File: src/rtl/mem_seq_pkg.sv
// Shared types and constants for the PC/SP/memory sequencer.
// Latency: n/a (declarations only).
// Backpressure: n/a.
//
// Contents: FSM state enum, operation-class codes, datapath select encodings
// and a helper that folds the unused op codes onto NONE.
package mem_seq_pkg;

  typedef enum logic [3:0] {
    S_IDLE,
    S_FETCH,
    S_DECODE,
    S_SP_DEC,
    S_MEM,
    S_SP_INC,
    S_PC_LOAD,
    S_IO_RD,
    S_IO_WR,
    S_DONE
  } state_t;

  // Operation classes presented on op
  localparam logic [2:0] OP_NONE  = 3'd0;
  localparam logic [2:0] OP_LOAD  = 3'd1;
  localparam logic [2:0] OP_STORE = 3'd2;
  localparam logic [2:0] OP_PUSH  = 3'd3;
  localparam logic [2:0] OP_POP   = 3'd4;
  localparam logic [2:0] OP_JUMP  = 3'd5;

  // MemSrc: memory address source
  localparam logic [1:0] ADDR_PC  = 2'd0;
  localparam logic [1:0] ADDR_SP  = 2'd1;
  localparam logic [1:0] ADDR_IMM = 2'd2;

  // MemDst: memory data destination
  localparam logic [2:0] DST_MARY    = 3'd0;
  localparam logic [2:0] DST_SHELLEY = 3'd1;
  localparam logic [2:0] DST_RA      = 3'd2;

  // PCSrc: next-PC source
  localparam logic [2:0] PC_INC  = 3'd0;
  localparam logic [2:0] PC_IMM  = 3'd1;
  localparam logic [2:0] PC_SE   = 3'd2;
  localparam logic [2:0] PC_RA   = 3'd3;
  localparam logic [2:0] PC_MARY = 3'd4;
  localparam logic [2:0] PC_COMP = 3'd5;

  // SPSrc: next-SP source
  localparam logic [1:0] SP_HOLD = 2'd0;
  localparam logic [1:0] SP_DEC  = 2'd1;
  localparam logic [1:0] SP_INC  = 2'd2;

  // Codes 6 and 7 are reserved and behave exactly like NONE.
  function automatic logic [2:0] norm_op(input logic [2:0] op_in);
    return (op_in > OP_JUMP) ? OP_NONE : op_in;
  endfunction

endpackage

File: src/rtl/io_wait_timer.sv
// Wait-cycle counter for memory-mapped I/O handshakes.
// Latency: count updates one cycle after i_clr/i_en; o_expired is combinational from the count.
// Backpressure: none; saturates at IO_TIMEOUT so it never wraps while held.
//
// Ports:
//   i_clock, i_reset (async active-low)
//   i_clr     - synchronous clear to zero (wins over i_en)
//   i_en      - count one waiting cycle
//   o_expired - count has reached IO_TIMEOUT
module io_wait_timer #(
  parameter int unsigned IO_TIMEOUT = 255
) (
  input  logic i_clock,
  input  logic i_reset,
  input  logic i_clr,
  input  logic i_en,
  output logic o_expired
);

  localparam logic [15:0] LIMIT = 16'(IO_TIMEOUT);

  logic [15:0] r_count;

  always_ff @(posedge i_clock or negedge i_reset) begin
    if (!i_reset) begin
      r_count <= '0;
    end else if (i_clr) begin
      r_count <= '0;
    end else if (i_en && (r_count != LIMIT)) begin
      r_count <= r_count + 16'd1;
    end
  end

  assign o_expired = (r_count == LIMIT);

endmodule

File: src/rtl/mem_sequencer.sv
// Multi-cycle sequencer driving the PC/SP/memory datapath: fetch, then one memory-class op.
// Latency start->done: NONE 3, LOAD/STORE/JUMP 4, PUSH/POP 5, I/O 4 + wait cycles (max 4 + IO_TIMEOUT).
// Backpressure: start ignored unless idle; I/O waits on io_in_valid/io_out_ready, bounded by timeout.
//
// Ports:
//   clock, reset (async active-low)
//   start, op[2:0], ze_imm[15:0]             - command from the main control unit
//   io_in_valid, io_out_ready                - I/O handshake inputs
//   PCWrite, SPWrite, InstWrite, MemWrite    - datapath write strobes
//   MemSrc[1:0], MemDst[2:0], PCSrc[2:0], SPSrc[1:0] - datapath selects
//   io_in_ready, io_out_valid                - I/O handshake outputs
//   busy, done, io_err                       - status (io_err sticky until next start)
module mem_sequencer
  import mem_seq_pkg::*;
#(
  parameter logic [15:0] IO_ADDR    = 16'd255,
  parameter int unsigned IO_TIMEOUT = 255
) (
  input  logic        clock,
  input  logic        reset,
  input  logic        start,
  input  logic [2:0]  op,
  input  logic [15:0] ze_imm,
  input  logic        io_in_valid,
  input  logic        io_out_ready,
  output logic        PCWrite,
  output logic        SPWrite,
  output logic        InstWrite,
  output logic        MemWrite,
  output logic [1:0]  MemSrc,
  output logic [2:0]  MemDst,
  output logic [2:0]  PCSrc,
  output logic [1:0]  SPSrc,
  output logic        io_in_ready,
  output logic        io_out_valid,
  output logic        busy,
  output logic        done,
  output logic        io_err
);

  state_t     r_state;
  state_t     w_next;
  logic [2:0] r_op;
  logic       r_io_err;

  logic [2:0] w_op_dec;
  logic       w_is_io;
  logic       w_expired;
  logic       w_tmr_en;
  logic       w_tmr_clr;
  logic       w_timeout;

  assign w_op_dec = norm_op(op);
  assign w_is_io  = (ze_imm == IO_ADDR);

  // A cycle in an I/O state without the partner's handshake is a wait cycle.
  assign w_tmr_en  = ((r_state == S_IO_RD) && !io_in_valid) ||
                     ((r_state == S_IO_WR) && !io_out_ready);
  // DECODE always precedes an I/O state, so clearing there gives a fresh count on entry.
  assign w_tmr_clr = (r_state == S_DECODE);
  // A handshake in the expiry cycle takes priority, so only a handshake-less expiry is an error.
  assign w_timeout = w_tmr_en && w_expired;

  io_wait_timer #(
    .IO_TIMEOUT(IO_TIMEOUT)
  ) u_io_wait_timer (
    .i_clock   (clock),
    .i_reset   (reset),
    .i_clr     (w_tmr_clr),
    .i_en      (w_tmr_en),
    .o_expired (w_expired)
  );

  always_ff @(posedge clock or negedge reset) begin
    if (!reset) begin
      r_state  <= S_IDLE;
      r_op     <= OP_NONE;
      r_io_err <= 1'b0;
    end else begin
      r_state <= w_next;
      if (r_state == S_DECODE) begin
        r_op <= w_op_dec;
      end
      if ((r_state == S_IDLE) && start) begin
        r_io_err <= 1'b0;
      end else if (w_timeout) begin
        r_io_err <= 1'b1;
      end
    end
  end

  // Next state and Moore outputs decoded from r_state and r_op.
  always_comb begin
    w_next       = r_state;
    PCWrite      = 1'b0;
    SPWrite      = 1'b0;
    InstWrite    = 1'b0;
    MemWrite     = 1'b0;
    MemSrc       = ADDR_PC;
    MemDst       = DST_MARY;
    PCSrc        = PC_INC;
    SPSrc        = SP_HOLD;
    io_in_ready  = 1'b0;
    io_out_valid = 1'b0;

    case (r_state)
      S_IDLE: begin
        if (start) begin
          w_next = S_FETCH;
        end
      end
      S_FETCH: begin
        MemSrc    = ADDR_PC;
        InstWrite = 1'b1;
        PCWrite   = 1'b1;
        PCSrc     = PC_INC;
        w_next    = S_DECODE;
      end
      S_DECODE: begin
        // r_op is not loaded until the end of this cycle, so branch on the live op.
        case (w_op_dec)
          OP_JUMP:  w_next = S_PC_LOAD;
          OP_LOAD:  w_next = w_is_io ? S_IO_RD : S_MEM;
          OP_STORE: w_next = w_is_io ? S_IO_WR : S_MEM;
          OP_PUSH:  w_next = S_SP_DEC;
          OP_POP:   w_next = S_MEM;
          default:  w_next = S_DONE;
        endcase
      end
      S_SP_DEC: begin
        SPWrite = 1'b1;
        SPSrc   = SP_DEC;
        w_next  = S_MEM;
      end
      S_MEM: begin
        MemSrc   = ((r_op == OP_PUSH) || (r_op == OP_POP)) ? ADDR_SP : ADDR_IMM;
        MemWrite = (r_op == OP_STORE) || (r_op == OP_PUSH);
        MemDst   = DST_MARY;
        w_next   = (r_op == OP_POP) ? S_SP_INC : S_DONE;
      end
      S_SP_INC: begin
        SPWrite = 1'b1;
        SPSrc   = SP_INC;
        w_next  = S_DONE;
      end
      S_PC_LOAD: begin
        PCWrite = 1'b1;
        PCSrc   = PC_IMM;
        w_next  = S_DONE;
      end
      S_IO_RD: begin
        MemSrc      = ADDR_IMM;
        io_in_ready = 1'b1;
        if (io_in_valid || w_expired) begin
          w_next = S_DONE;
        end
      end
      S_IO_WR: begin
        MemSrc       = ADDR_IMM;
        MemWrite     = 1'b1;
        io_out_valid = 1'b1;
        if (io_out_ready || w_expired) begin
          w_next = S_DONE;
        end
      end
      S_DONE: begin
        w_next = S_IDLE;
      end
      default: begin
        w_next = S_IDLE;
      end
    endcase
  end

  assign busy   = (r_state != S_IDLE);
  assign done   = (r_state == S_DONE);
  assign io_err = r_io_err;

endmodule

File: config.mk
export PLATFORM = sky130hd
export DESIGN_NAME = mem_sequencer
export DESIGN_NICKNAME = d
export VERILOG_FILES = /design/src/rtl/mem_seq_pkg.sv /design/src/rtl/io_wait_timer.sv /design/src/rtl/mem_sequencer.sv
export SDC_FILE = /design/constraint.sdc
export NUM_CORES = 1
export LEC_CHECK = 0
export BUFFER_PORTS_ARGS = -buffer_cell sky130_fd_sc_hd__buf_4
export CAP_MARGIN = 20
export CORE_AREA = 5 5 86 56
export DETAILED_ROUTE_END_ITERATION = 6
export DIE_AREA = 0 0 91 61
export PLACE_DENSITY_LB_ADDON = 0.05
export SLEW_MARGIN = 5
export SYNTH_ARGS = -nofsm -noshare
export SYNTH_HDL_FRONTEND = slang
export SYNTH_HIERARCHICAL = 1
export SYNTH_SLANG_ARGS = --single-unit
File: constraint.sdc
create_clock -name clock -period 2.6 [get_ports clock]
set_clock_uncertainty 0.15 [all_clocks]
set_input_delay 0 -clock clock [delete_from_list [all_inputs] [get_ports clock]]
set_output_delay 0 -clock clock [all_outputs]
set_load 0.05 [all_outputs]
==> results of run 1 <==
-- metal layers --
layer	up-vias	GRT usage, %	part of all wire (%)
met1	720	24.13	52
met2	71	22.07	39
met4	0	1.883	0.32
met3	2	3.098	9.0
met5	-	0	0
li1	749	-	-
-- flip-flops by register name, summed over array words and instances, names as in the netlist --
register / cells
u_io_wait_timer/r_count: 16
io_err: 1
r_state: 4
r_op: 3
-- timing repair --
| item | 4_1_cts | 5_1_grt |
|---|---|---|
| hold buffers | 6 | 0 |
| setup endpoints to repair | 0 | 1 |
| endpoints found under the hold margin | 30 | 0 |
-- cells by family (layout without fill, tap and decap cells) --
logic type                 Yosys count  count (layout)  synth area share (%)
and+or+nand+nor                     96              96                 35.28
AOI/OAI and AO/OA                   38              38                 14.05
DFF                                 24              24                 37.89
buffers and inverters               18              55                 6.945
xor gates and xnor gates             5               5                 2.763
muxes                                3               3                 2.052
adders and majority gates            1               1                0.7891
other                                1               5                0.2366
-- cell usage after synthesis (2+ instances only) --
library cell and n:
a21oi_1 17, a31oi_1 2, and4_1 2, buf_4 7, clkbuf_1 5, dfrtp_1 24, inv_1 4, mux2_2 2
nand2_1 15, nand2b_1 6, nand3_1 5, nand4_1 7, nor2_1 18, nor2b_1 5, nor3_1 7, nor4_1 4
o21ai_0 8, o31ai_1 4, or2_2 4, or3_1 6, or4_1 6, or4_4 2, xnor2_1 3, xor2_1 2
-- where the power goes --
part           total [mW]  internal [mW]  switching (mW)  leakage (nW)
combinational       0.986          0.344           0.642         0.565
clock               0.259          0.135           0.123        0.0288
sequential          0.509          0.438          0.0712         0.327
-- worst min-delay path by stage --
stage | cells after the start | startpoint | to | slack [ps]
after floorplan | 0 | reset | io_err | -450
after global routing | 2 | reset | u_io_wait_timer/r_count[11] | 40
after CTS | 2 | reset | u_io_wait_timer/r_count[11] | 10
after detailed placement | 1 | reset | u_io_wait_timer/r_count[1] | -230
after global placement | 1 | reset | u_io_wait_timer/r_count[2] | -230
final | 2 | reset | u_io_wait_timer/r_count[6] | 8
-- cell type report --
type                            instances  area, um2  share of cell area [%]
Timing Repair Buffer                   47      367.9                   18.31
Multi-Input combinational cell        148      908.4                   45.21
Tap cell                               50      62.56                   3.113
Inverter                                4      15.01                  0.7472
Sequential cell                        24      600.6                   29.89
Clock buffer                            4      55.05                   2.740
-- through the flow --
| stage | instances | hold slack (ps) | setup slack (ps) |
|---|---|---|---|
| after floorplan | 190 | -445.6 | 8.011 |
| after global placement | 267 | -234.7 | 181.1 |
| after detailed placement | 267 | -232.6 | 142.9 |
| after CTS | 277 | 14.09 | 111.0 |
| after global routing | 277 | 44.60 | 2.766 |
| final | 277 | 8.017 | 128.9 |
-- critical path, delay by kind of cell (launching register included) --
family / cells / cell delay [ps]
compound gates: 2 / 480
simple gates: 4 / 1380
flops: 1 / 380
==> flow_summary.yaml, run 1 <==
clock_tree:
  cts_sinks: 24
  cts_tree: "done"
  post_cts_buffers: 0
  cts-root-buf: "clkbuf_8"
  htreeDepth: 1
  cts_made_buffers: 3
  clkLatencyLatePin_ps: 270
  clk_pin_slew_ps: 90
  cts_resized: 0
  cts.path.max_buffers: 2
power_and_ir_drop:
  total_power_mw: 1.754
  p_leak_nw: 0.9214
  power_density_nw_per_um2: 872.8
  ir_drop_mv: 0.7268
finish:
  final_cell_mix: "41 x buf_4, 24 x dfrtp_1, 18 x nor2_1, 17 x a21oi_1, 15 x nand2_1"
  syn_to_final_growth_pct: 26.76
  nNetsFinal: 253
  final_area_um2: 2009
  diodes: 0
  final_common_cell: "buf_4"
  drive_above_1_share_pct: 25.55
  n_fill_cell: 364
  post-route-util_pct: 50.98
synth:
  synth_top_cell_area_share_pct: 37.88
  async_reset_ff_share_pct: 100.0
  ys_seq_area_share_pct: 37.88
  synth_flop_cell: "dfrtp_1"
  synth_top_area_cell: "dfrtp_1"
  syn_area_um2: 1585
  syn-instance-count: 186
  synth_warnings: 6
  synth_edf_count: 0
  ys_seq_elements: 24
  ys_types: 45
  syn_avg_cell_area_um2: 8.523
  synth_area_leaders: "dfrtp_1 38%, a21oi_1 5.4%, nor2_1 4.3%"
grt:
  antenna_found_initial: 0
  grt_max_degree: 25
  grtUsageTotal_pct: 15.34
  grt_pass1_wl_um: 7010
  overflow: 0
  grt_pass1_vias: 1515
sta:
  setup_viol: 0
  fmax_mhz: 404.7
  hold_violations: 0
  finalCritPeriodShare_pct: 95.04
  rsz0062_at_grt: "false"
  layout_min_cycle_time_ps: 2471
  slew_violations: 0
  setup_tns_ps: 0
routing:
  dr.pass1.iters: 4
  drt_iter0_markers: 176
  via_count: 1542
  via_per_inst: 5.567
  wirelength_um: 4125
  drcViolationCount: 0
  ant_nets: 0
  wire_per_inst_um: 14.89
setup_path:
  crit_path_start: "r_state[1]"
  path_class: "reg2reg"
  crit_path_top_delay_cell: "or4_1"
  reg2reg_from: "r_state[1]"
  critical_path.endpoint_type: "register"
  r2r_cells: 6
  critPathMaxFanout: 6
  crit_top_cell: "or2_2"
  crit_chain: "or2_2, o32ai_4, nand4_4, or2_2, or4_1, a21oi_1"
  crit_arrival_ps: 2520
  endpoint: "u_io_wait_timer/r_count[13]"
  rrSetupSlack_ps: 130
  required_ps: 2650
  reg2reg_to: "u_io_wait_timer/r_count[13]"
  start_kind: "register"
  slowest_delay_ps: 510
floorplanning:
  die_h_um: 61
  die_w_um: 91
  fp.dieArea_um2: 5551
  io_pins: 43
  std_cell_rows: 18
  core_area_um2: 3941
  initial_core_util_pct: 40.22
placement:
  io_buffer_count: 37
  gp_congestion: 0.8895
  hpwlAfterDp_um: 3252
  placed_area_um2: 1894
min_path:
  holdCritPathClass: "in2async"
run:
  drv_cap: 0
run_status:
  outcome: "finished, final reports clean"
Power figures use the tool's default switching activity.
==> inputs of run 2 (changes only) <==
==> constraint.sdc (replaced) <==
create_clock -name clock -period 2.05 [get_ports clock]
set_clock_uncertainty 0.15 [all_clocks]
set_input_delay 0 -clock clock [delete_from_list [all_inputs] [get_ports clock]]
set_output_delay 0 -clock clock [all_outputs]
set_load 0.01 [all_outputs]
==> run 2 against run 1 <==
  * The flow now finishes with violations (negative setup slack)
  * Design area is 16% higher
  * Total power is 15% higher
  * Non-clock buffer count is 29 higher
  * Via count is 8.8% higher
  * Die area stayed put
  * Core utilization is 8.1 points higher
  * Critical path depth stayed put
  * Clock power is 7% higher
  * Sequential power is 20% higher
  * Sequential cell count stayed put
  * Combinational power is 15% higher
  * Critical path type unchanged
  * Critical endpoint is now u_io_wait_timer/r_count[15]
  * Highest routed layer is now met3
==> flow_summary.yaml, run 2 (synthesis results as in run 1) <==
run_status:
  outcome: "finished, violations left"
  violations: "negative setup slack"
setup_path:
  crit_path_start: "r_state[0]"
  critPathBufInv: 0
  reg2reg_to: "u_io_wait_timer/r_count[15]"
  crit_chain: "or2_4, o32ai_4, nand4_4, or4_4, or3_1, a21oi_2"
  endpoint: "u_io_wait_timer/r_count[15]"
  path_class: "reg2reg"
  slowest_delay_ps: 450
  crit_arrival_ps: 2250
  r2r_cells: 6
  start_kind: "register"
  crit_path_top_delay_cell: "or4_4"
  required_ps: 2100
  reg2reg_from: "r_state[0]"
  crit_family: "simple AND/OR/NAND/NOR gates"
  cp_num_cells: 6
  rrSetupSlack_ps: -140
  critical_path.endpoint_type: "register"
  critPathMaxFanout: 4
finish:
  top_register: "u_io_wait_timer/r_count"
  reg_top3: "u_io_wait_timer/r_count x16, r_state x4, r_op x3"
  largest_register_ffs: 16
  syn_to_final_growth_pct: 46.88
  post-route-util_pct: 59.08
  drive_above_1_share_pct: 41.41
  final_cell_mix: "70 x buf_4, 24 x dfrtp_1, 18 x nor2_1, 14 x nand2_1, 13 x a21oi_1"
  diodes: 0
  nNetsFinal: 283
  final_common_cell: "buf_4"
sta:
  setup_viol: 4
  slew_violations: 0
  fin_ws_ps: -144.5
  fmax_mhz: 455.7
  finalCritPeriodShare_pct: 107.0
  layout_min_cycle_time_ps: 2194
  rsz0062_at_grt: "true"
  hold_violations: 0
power_and_ir_drop:
  ir_drop_mv: 0.7008
  power_density_nw_per_um2: 866.4
  p_leak_nw: 1.107
routing:
  via_count: 1677
  drcViolationCount: 0
  drt_iter0_markers: 98
  via_per_inst: 5.480
  wirelength_um: 4625
  wire_per_inst_um: 15.11
  ant_nets: 0
  dr.pass1.iters: 5
floorplanning:
  fp.dieArea_um2: 5551
  io_pins: 43
  die_h_um: 61
  initial_core_util_pct: 40.22
  core_area_um2: 3941
  std_cell_rows: 18
  die_w_um: 91
placement:
  io_buffer_count: 37
  pre_cts_slack_ps: -132.8
  gp_congestion: 0.8800
  hpwlAfterDp_um: 3470
grt:
  grtUsageTotal_pct: 16.91
  overflow: 0
  grt_max_degree: 25
  grt_pass1_vias: 1609
  grt_pass1_wl_um: 7645
  antenna_found_initial: 0
clock_tree:
  clk_pin_slew_ps: 80
  clkLatencyLatePin_ps: 260
  cts_sinks: 24
  cts_tree: "done"
  cts-root-buf: "clkbuf_8"
  cts.path.max_buffers: 2
  htreeDepth: 1
  cts_made_buffers: 3
run:
  drv_cap: 0
min_path:
  holdCritPathClass: "in2async"
-- run 2: cell count changes in the layout (fill, tap and decap cells not counted), moves of 2 or more --
cell           delta
buf_4            +29
a21oi_1           -4
a21oi_2           +4
or4_1             -4
or4_4             +4
nor4_1            -3
nor4_4            +3
buf_6             +2
dlygate4sd3_1     -2
or2_2             -2
or2_4             +2
-- run 2: cell type report --
class	count	area, um2
Sequential cell	24	600.6
Clock buffer	3	41.29
Inverter	4	15.01
Timing Repair Buffer	76	588.1
Fill cell	335	1613
Multi-Input combinational cell	149	1021
Tap cell	50	62.56
-- run 2: where the power goes --
group / total, mW / switching (mW) / internal [mW]
registers: 0.612 / 0.0567 / 0.556
clock network: 0.278 / 0.147 / 0.131
logic: 1.13 / 0.585 / 0.542
total: 2.02 / 0.788 / 1.23
-- run 2: what timing repair did --
| action | 4_1_cts | 5_1_grt |
|---|---|---|
| pin swaps | 4 | 9 |
| gates resized for setup | 3 | 19 |
| buffers inserted | 0 | 3 |
| gates cloned | 0 | 1 |
| endpoints found under the setup margin | 14 | 15 |
| hold buffers | 4 | 0 |
| endpoints found under the hold margin | 30 | 0 |
-- run 2: worst min path at each step --
| stage | start | end | slack [ps] | depth (start not counted) |
|---|---|---|---|---|
| after floorplan | reset | io_err | -450 | 0 |
| after global placement | reset | u_io_wait_timer/r_count[1] | -230 | 1 |
| after detailed placement | reset | u_io_wait_timer/r_count[1] | -230 | 1 |
| after CTS | reset | u_io_wait_timer/r_count[1] | 20 | 2 |
| after global routing | op[0] | r_op[0] | 40 | 4 |
| final | reset | u_io_wait_timer/r_count[0] | 20 | 2 |
-- run 2: stage by stage --
step	hold slack (ps)	power, mW	TNS [ps]	instance area [um2]	cells
6_report	19.42	2.017	-422.5	2328	306
5_1_grt	44.51	2.175	-1016	2328	306
4_1_cts	19.26	1.995	-450.2	2203	302
3_5_place_dp	-226.5	1.700	-815.6	2112	295
3_3_place_gp	-232.1	1.687	-512.9	2112	295
2_1_floorplan	-445.6	1.266	-1573	1637	190
-- run 2: layer usage --
| metal | up-vias | global-route usage [%] | share of wire (%) |
|---|---|---|---|
| met5 | - | 0 | 0 |
| li1 | 807 | - | - |
| met3 | 0 | 4.213 | 6.9 |
| met1 | 810 | 26.00 | 51 |
| met4 | 0 | 2.092 | 0 |
| met2 | 60 | 24.44 | 42 |
-- run 2: worst reg2reg max path, delay by kind of cell, from the launching register on --
family	cells	cell delay, ps
DFF	1	390
and+or+nand+nor	4	1190
AOI/OAI and AO/OA	2	420
